[src/rtl/fetch_pkg.sv]
// Shared types for the fetch stage: FSM encoding, word width, reset PC, buffer entry.
// Latency: n/a (types and constants only).
// Backpressure: n/a.
package fetch_pkg;

  localparam int WORD_W = 16;
  localparam logic [WORD_W-1:0] DEFAULT_RESET_PC = 16'h0000;

  typedef enum logic [1:0] {
    BOOT  = 2'd0,
    RUN   = 2'd1,
    DRAIN = 2'd2
  } fetch_state_e;

  // Buffered instruction tagged with its fetch address (pc in the upper half).
  typedef struct packed {
    logic [WORD_W-1:0] pc;
    logic [WORD_W-1:0] instr;
  } fetch_entry_t;

endpackage

[src/rtl/fetch_fifo.sv]
// Instruction buffer: DEPTH x fetch_entry_t synchronous FIFO with sync clear.
// Latency: a push is visible at head the following cycle.
// Backpressure: none internally; the caller must never push while full (pop on empty is ignored).
// Ports: clk/reset, clear (flush all), push/push_dat, pop, head, count, empty, full.
module fetch_fifo
  import fetch_pkg::*;
#(
  parameter int DEPTH = 2
) (
  input  logic                     clk,
  input  logic                     reset,
  input  logic                     clear,
  input  logic                     push,
  input  fetch_entry_t             push_dat,
  input  logic                     pop,
  output fetch_entry_t             head,
  output logic [$clog2(DEPTH):0]   count,
  output logic                     empty,
  output logic                     full
);

  localparam int AW = $clog2(DEPTH);
  localparam int CW = AW + 1;

  fetch_entry_t      mem_q [DEPTH];
  fetch_entry_t      mem_d [DEPTH];
  logic [AW-1:0]     wr_ptr_q, wr_ptr_d;
  logic [AW-1:0]     rd_ptr_q, rd_ptr_d;
  logic [CW-1:0]     count_q, count_d;
  logic              pop_ok;

  assign pop_ok = pop && (count_q != '0);

  always_comb begin
    mem_d    = mem_q;
    wr_ptr_d = wr_ptr_q;
    rd_ptr_d = rd_ptr_q;
    count_d  = count_q;
    if (clear) begin
      wr_ptr_d = '0;
      rd_ptr_d = '0;
      count_d  = '0;
    end else begin
      if (push) begin
        mem_d[wr_ptr_q] = push_dat;
        wr_ptr_d        = wr_ptr_q + AW'(1);
      end
      if (pop_ok) begin
        rd_ptr_d = rd_ptr_q + AW'(1);
      end
      count_d = count_q + CW'(push) - CW'(pop_ok);
    end
  end

  always_ff @(posedge clk) begin
    if (reset) begin
      for (int i = 0; i < DEPTH; i++) begin
        mem_q[i] <= '0;
      end
      wr_ptr_q <= '0;
      rd_ptr_q <= '0;
      count_q  <= '0;
    end else begin
      mem_q    <= mem_d;
      wr_ptr_q <= wr_ptr_d;
      rd_ptr_q <= rd_ptr_d;
      count_q  <= count_d;
    end
  end

  assign head  = mem_q[rd_ptr_q];
  assign count = count_q;
  assign empty = (count_q == '0);
  assign full  = (count_q == CW'(DEPTH));

endmodule

[src/rtl/fetch_unit.sv]
// Instruction fetch: issues in-order imem requests, buffers tagged responses, feeds decode.
// Latency: response at cycle t is on id_* at t+1 when the buffer is empty; 1 instr/cycle.
// Backpressure: id_ready low holds id_*; issue stops once in-flight + buffered reaches FIFO_DEPTH.
// Ports: clk/reset; imem_req_valid/ready + imem_addr; imem_rsp_valid/data;
//        redirect_valid/pc; id_valid/ready + id_instr/id_pc.
module fetch_unit
  import fetch_pkg::*;
#(
  parameter logic [WORD_W-1:0] RESET_PC   = DEFAULT_RESET_PC,
  parameter int                FIFO_DEPTH = 2
) (
  input  logic              clk,
  input  logic              reset,
  output logic              imem_req_valid,
  input  logic              imem_req_ready,
  output logic [WORD_W-1:0] imem_addr,
  input  logic              imem_rsp_valid,
  input  logic [WORD_W-1:0] imem_rsp_data,
  input  logic              redirect_valid,
  input  logic [WORD_W-1:0] redirect_pc,
  output logic              id_valid,
  input  logic              id_ready,
  output logic [WORD_W-1:0] id_instr,
  output logic [WORD_W-1:0] id_pc
);

  localparam int CW = $clog2(FIFO_DEPTH) + 1;
  localparam int SW = CW + 1;

  fetch_state_e      state_q, state_d;
  logic [WORD_W-1:0] pc_q, pc_d;
  logic [WORD_W-1:0] rsp_pc_q, rsp_pc_d;
  logic [CW-1:0]     out_q, out_d;

  logic              redirect_act;
  logic              req_fire;
  logic              push;
  logic              pop;
  logic [SW-1:0]     inflight_total;
  logic [CW-1:0]     fifo_count;
  logic              fifo_empty;
  logic              fifo_full;
  fetch_entry_t      fifo_head;
  fetch_entry_t      push_dat;

  // BOOT ignores redirects: nothing has been fetched yet.
  assign redirect_act = redirect_valid && (state_q != BOOT);

  // Conservative cap: a same-cycle pop does not free a slot until next cycle.
  assign inflight_total = SW'(out_q) + SW'(fifo_count);
  assign imem_req_valid = (state_q == RUN) && !redirect_valid &&
                          (inflight_total < SW'(FIFO_DEPTH));
  assign imem_addr      = pc_q;
  assign req_fire       = imem_req_valid && imem_req_ready;

  // Responses in a redirect cycle belong to the squashed stream.
  assign push     = (state_q == RUN) && imem_rsp_valid && !redirect_act;
  assign pop      = !fifo_empty && id_ready && !redirect_act;
  assign push_dat = '{pc: rsp_pc_q, instr: imem_rsp_data};

  // Saturate at zero so a stray response after reset cannot wrap the counter.
  always_comb begin
    out_d = out_q;
    if (req_fire && !imem_rsp_valid) begin
      out_d = out_q + CW'(1);
    end else if (!req_fire && imem_rsp_valid && (out_q != '0)) begin
      out_d = out_q - CW'(1);
    end
  end

  always_comb begin
    state_d  = state_q;
    pc_d     = pc_q;
    rsp_pc_d = rsp_pc_q;
    if (req_fire) begin
      pc_d = pc_q + WORD_W'(1);
    end
    if (push) begin
      rsp_pc_d = rsp_pc_q + WORD_W'(1);
    end
    case (state_q)
      BOOT:    state_d = RUN;
      RUN:     state_d = RUN;
      DRAIN:   if (out_d == '0) state_d = RUN;
      default: state_d = BOOT;
    endcase
    if (redirect_act) begin
      pc_d     = redirect_pc;
      rsp_pc_d = redirect_pc;
      state_d  = (out_d != '0) ? DRAIN : RUN;
    end
  end

  always_ff @(posedge clk) begin
    if (reset) begin
      state_q  <= BOOT;
      pc_q     <= RESET_PC;
      rsp_pc_q <= RESET_PC;
      out_q    <= '0;
    end else begin
      state_q  <= state_d;
      pc_q     <= pc_d;
      rsp_pc_q <= rsp_pc_d;
      out_q    <= out_d;
    end
  end

  fetch_fifo #(
    .DEPTH (FIFO_DEPTH)
  ) u_fifo (
    .clk      (clk),
    .reset    (reset),
    .clear    (redirect_act),
    .push     (push),
    .push_dat (push_dat),
    .pop      (pop),
    .head     (fifo_head),
    .count    (fifo_count),
    .empty    (fifo_empty),
    .full     (fifo_full)
  );

  assign id_valid = !fifo_empty;
  assign id_instr = fifo_empty ? '0 : fifo_head.instr;
  assign id_pc    = fifo_empty ? '0 : fifo_head.pc;

  // The issue cap must make overflow impossible.
  push_never_full : assert property (@(posedge clk) disable iff (reset) !(push && fifo_full));

endmodule
[config.mk]
export PLATFORM = sky130hd
export DESIGN_NAME = fetch_unit
export DESIGN_NICKNAME = d
export VERILOG_FILES = /design/src/rtl/fetch_pkg.sv /design/src/rtl/fetch_fifo.sv /design/src/rtl/fetch_unit.sv
export SDC_FILE = /design/constraint.sdc
export NUM_CORES = 1
export LEC_CHECK = 0
export ABC_AREA = 1
export CAP_MARGIN = 40
export CORE_ASPECT_RATIO = 1.75
export CORE_MARGIN = 8
export CORE_UTILIZATION = 55
export CTS_CLUSTER_DIAMETER = 120
export DETAILED_ROUTE_END_ITERATION = 7
export GPL_TIMING_DRIVEN = 0
export PLACE_DENSITY_LB_ADDON = 0.25
export SLEW_MARGIN = 20
export SYNTH_ARGS = -nofsm -noshare
export SYNTH_HDL_FRONTEND = slang
export SYNTH_HIERARCHICAL = 1
export SYNTH_SLANG_ARGS = --single-unit
[constraint.sdc]
create_clock -name clk -period 3.1 [get_ports clk]
set_input_delay 0.93 -clock clk [delete_from_list [all_inputs] [get_ports clk]]
set_output_delay 0.93 -clock clk [all_outputs]
set_load 0.005 [all_outputs]
=== After elaboration in Yosys (flattened, before gate mapping) ===
Index checks and enable logic that the tools add are counted.

* Register bits after elaboration: 104
* Bits in latches: 0
* Memory bits (writable): 0
* ROM bits: 0
* Input port bits: 38
* Output and inout port bits: 50
* Word-level logic and storage cells: 78
* Memories: 0

* $add $sub $neg: 9
* Multipliers: 0
* Divide/modulo/power cells: 0
* $lt $le $gt $ge: 4
* Equality and inequality tests: 3
* Shifts and indexed selects: 0
* Muxes and demuxes: 18
* Bitwise operators: 3
* Reduce and logical (&&, ||, !) cells: 30

{| class="wikitable"
|+ Operator list
! operator !! number
|-
| 32-bit two-way mux || 4
|-
| 16-bit two-way mux || 6
|-
| 64-bit bitwise mux || 1
|-
| 16-bit by 1-bit adder with 16-bit output (second input constant) || 2
|-
| 32-bit demux with 1-bit select || 1
|-
| 1-bit logical AND || 13
|-
| 2-bit nonzero test || 6
|-
| 2-bit two-way mux || 5
|-
| 2-bit logical NOT || 3
|-
| 1-bit logical NOT || 5
|-
| 2-bit greater-or-equal comparator (second input constant) || 2
|-
| 1-bit NOT with 2-bit output || 2
|-
| 2-bit case mux with 2 select lines || 1
|-
| 2-bit OR reduction || 2
|-
| 2-bit by 2-bit adder with 3-bit output || 1
|-
| 3-bit by 2-bit less-than comparator with 1-bit output (second input constant) || 1
|-
| 3-bit inequality test (second input constant) || 1
|-
| 1-bit adder (second input constant) || 2
|-
| 2-bit by 1-bit adder with 2-bit output || 1
|-
| 2-bit by 1-bit adder with 2-bit output (second input constant) || 1
|-
| 2-bit by 1-bit == test with 1-bit output (second input constant) || 1
|-
| 2-bit == test (second input constant) || 1
|-
| 2-bit by 1-bit less-than comparator with 1-bit output (second input constant) || 1
|-
| 2-bit AND reduction || 1
|-
| other kinds (3) || 3
|}

=== Logic depth before layout (Yosys ltp) ===
* Depth after elaboration: 13
* Depth in mapped cells: 15
* Mapped depth without buffers: 14

=== Modules after synthesis ===
The synthesis kept the hierarchy.

{| class="wikitable"
|+ Modules (own cells, without submodules)
! module !! times used !! cells each !! area each (um2) !! sequential area each (um2)
|-
| fetch_fifo || 1 || 447 || 2970.3 || 1361.3
|-
| fetch_unit || 1 || 428 || 2544.9 || 720.7
|}

=== Least setup slack after synthesis ===
OpenSTA, ideal clock, no wires.

* Path type: input port to flip-flop
* Start: in redirect_valid
* End: reg u_fifo.count_q[0], in the netlist u_fifo/count[0]
* Setup time: 0.111 ns
* Data arrival time: 2.090 ns
* Required time: 2.989 ns
* Setup slack: 0.899 ns
* Stages on the path: 11
* Buffers on the path: 1
* Cells stage by stage: inv_2 > a21oi_4 > buf_2 > nor2_1 > inv_1 > nor2_1 > ha_1 > inv_1 > ha_1 > inv_1 > nor2_1

* Cells in the longest elaborated chain, start to end: 5

{| class="wikitable"
|+ Ends and longest elaborated chain
! item !! RTL line !! text
|-
| start: declaration || fetch_unit.sv:19 || <nowiki>input logic redirect_valid,</nowiki>
|-
| 1-bit logical AND || fetch_unit.sv:47 || <nowiki>assign redirect_act = redirect_valid && (state_q != BOOT);</nowiki>
|-
| net redirect_act || fetch_unit.sv:35 || <nowiki>logic redirect_act;</nowiki>
|-
| 1-bit logical NOT || fetch_unit.sv:58 || <nowiki>assign pop = !fifo_empty && id_ready && !redirect_act;</nowiki>
|-
| 1-bit logical AND || fetch_unit.sv:58 ||
|-
| net pop || fetch_unit.sv:38 || <nowiki>logic pop;</nowiki>
|-
| 1-bit logical AND || fetch_fifo.sv:32 || <nowiki>assign pop_ok = pop && (count_q != '0);</nowiki>
|-
| net u_fifo.pop_ok || fetch_fifo.sv:30 || <nowiki>logic pop_ok;</nowiki>
|-
| 2-bit by 1-bit subtractor with 2-bit output || fetch_fifo.sv:51 || <nowiki>count_d = count_q + CW'(push) - CW'(pop_ok);</nowiki>
|-
| end signal: assignment || fetch_fifo.sv:67 || <nowiki>count_q <= count_d;</nowiki>
|-
| end: declaration || fetch_fifo.sv:29 || <nowiki>logic [CW-1:0] count_q, count_d;</nowiki>
|}

The timed path passes the listed nets, and every way through them passes these cells.
A chain may end at the register's enable or synchronous reset.

==> results list <==
- Area of the die: approximately 14,000 um^2
- In this design, the stage delay of the slowest critical-path cell is approximately 500 ps.
- Final layout net count: 1,015
- DRT Wirelength: 15.7 mm
- Fill cell count: between 800 and 900
* Count of mapped cells out of synthesis: ~870
- The total overflow left after global routing is 0.
* Clock-pin slew of the registers on the worst-case setup and hold paths: about 70 ps
- Dividing the detail-routed via count by the number of cells gives between 5 and 6.
* Global router's overall resource usage: between 20 and 25%
* Post-synthesis net count: about 920
- At the end of routability-driven placement, the weighted congestion stood at 0.891.
- Fraction of layout instances using a drive strength above 1: 5.84%
- Setup repair after global routing left no endpoint under its margin.
- Utilization after layout: a little over two thirds
* Overall die height: 148 um
* Reported leakage power: slightly below 3 nW
* Final critical-path setup slack: 147 ps
* TritonCTS clock tree: yes
* Data arrival time at the worst-slack endpoint: about 2000 ps
- Core region area: 9790 um^2
- Maximum level of the CTS H-tree: 3
- I/O pin total: 88
- Run status: finished clean
- met2 is the most crowded layer.
- Global routing used 41.9% of the available met2 tracks.
- Synthesis warning total: 6
- Effective utilization at floorplan: between 50% and 60%
- DRT antenna net count: 0
* Clock tree root driver cell: clkbuf_16
- The worst setup path is of the reg -> out kind.
- Met3 Track Usage GR: under 10%
* Final Max Slew Viols: 0
- The worst path in the final design needs a cycle of 2950 ps, including I/O delays and setup.
- Entering global routing, the biggest net connects 17 pins.
- The completed layout was analyzed and its total power is between 0.003 and 0.004 W.
* Count of maximum capacitance violations: 0
- Crit start category: flop
- Across all layers, the routed design uses 5,758 vias.
- Diodes inserted: 0
- In this run the post-CTS setup repair buffer count came out at 0.
* CP max stage cell: clkdlybuf4s50_1
* Achievable frequency: between 0.3 and 0.4 GHz
* Type of element capturing the critical path: primary output
- The final number of hold-violating endpoints was 0.
- Buffers placed on the I/O ports in this run total 87.
- The worst hold path belongs to the class reg -> reg.
* Average instance area after synthesis: between 6 and 7 um^2
* Worst Max-Slew Pin Slew: around 610 ps
- Worst rel slew slack: 59.2%
- The die is slightly above 90 um wide.
- Period Utilization, post-route: 95.2%
* GR met1 Demand/Resource: approximately 23%
- Number of failing setup endpoints in the final timing report: 0
- Summing every instance area after synthesis gives roughly 5500 um^2.
- For the worst-skew pair, the clock arrives at the later sink with an insertion delay of around 340 ps.
- Counting stages on the worst path, the most repeated cell is clkbuf_4.
- The HPWL after detailed placement is between 10 and 15 mm.
* Number of search-and-repair iterations in the first detailed-routing pass: 5
- Critical Path Fanout Max: 10
- STA puts the critical path data required time at around 2200 ps.
- Clock skew on the completed layout was measured at 7.44 ps.
* DP Cell Count: around 1.1k
- The tightest hold path in the finished design has a slack of 482 ps.
- Timing analysis after detailed placement gives a worst setup slack of -145 ps.
- Initial antenna violation count: 0
- Wire length of the first global-routing pass: 25.5 mm
- Power spread over the standard cell area amounts to roughly 480 nW/um^2.
- Via count of the first global-routing pass: roughly 5.6k
- In the routed design, unresolved DRC markers number 0.
* Drt initial violations: 410
- Layout area overhead: 24.2%
- Traced cell by cell, the critical path runs through clkbuf_4 -> clkbuf_4 -> nand2_1 -> o21ai_0 -> inv_1 -> nor2_1 -> clkdlybuf4s50_1.
- The initialized floorplan defines 48 standard-cell rows.
- In the final routed layout, each cell accounts on average for 14.2 um.
- Cell Count, Final, Fillers Out: ~1.1k
- VDD IR max: 296 uV
- Total CTS buffers: 9
* Maximum buffer depth of the clock tree: 2
- Clock sink total: between 100 and 150
## final timing paths
| path | start | endpoint | slack [ps] | depth (start not counted) |
|---|---|---|---|---|
| worst min register to register | u_fifo/mem_q[24] | u_fifo/mem_q[24] | 480 | 2 |
| worst max register to register | state_q[1] | u_fifo/mem_q[0] | 840 | 9 |
| worst min-delay path | u_fifo/mem_q[24] | u_fifo/mem_q[24] | 480 | 2 |
| worst max-delay path | u_fifo/rd_ptr_q | id_pc[9] | 150 | 7 |
## state kept, by name, indices dropped and copies added (netlist names)
name	cells
imem_addr	16
out_q	2
rsp_pc_q	16
state_q	2
u_fifo/count	2
u_fifo/mem_q	64
u_fifo/rd_ptr_q	1
u_fifo/wr_ptr_q	1
## metrics by stage
stage	setup TNS [ps]	area (um^2)
finish	0	6850
global route	0	6850
CTS	0	6840
detailed placement	-366	6540
global placement	-120	6540
floorplan	0	5510
## critical path, delay by kind of cell (launching register included)
family / cells / cell delay [ps]
AND/OR/NAND/NOR: 2 / 160
flip-flops: 1 / 340
AO/OA/AOI/OAI: 1 / 130
buffers and inverters: 4 / 1040
## where the power goes
part / switching, W / internal [W]
sequential: 0.0000862 / 0.00143
clock: 0.000495 / 0.000622
combinational: 0.000361 / 0.000264
## cells in the final DEF, fill, tap and decap left out, types with 12 or more instances in the layout
master	n
nand2_1	183
inv_1	118
nand3_1	29
clkbuf_1	17
a21oi_1	24
o21ai_0	90
clkdlybuf4s50_1	85
nor2_1	201
dfxtp_1	104
o21ai_1	14
a31oi_1	12
## cell type report
type / count / area [um^2] / share of cell area, %
plain buffers: 41 / 259 / 3.78
clock buffers: 10 / 229 / 3.34
clock inverters: 6 / 60.1 / 0.877
inverters: 124 / 465 / 6.80
multi-input cells: 604 / 2720 / 39.8
flip-flops and latches: 104 / 2080 / 30.4
well taps: 125 / 156 / 2.28
repair buffers: 87 / 872 / 12.7
## layer usage
layer / vias to the layer above / routed length (um)
met5: - / 0
met4: 0 / 815
met1: 2591 / 5980
li1: 2909 / -
met3: 55 / 886
met2: 203 / 7990
## what timing repair did
action	CTS	global route
endpoints found under the setup margin	27	27
hold buffers	0	0
gates resized for setup	5	8
No activity file was read; power rests on OpenSTA's default activity.
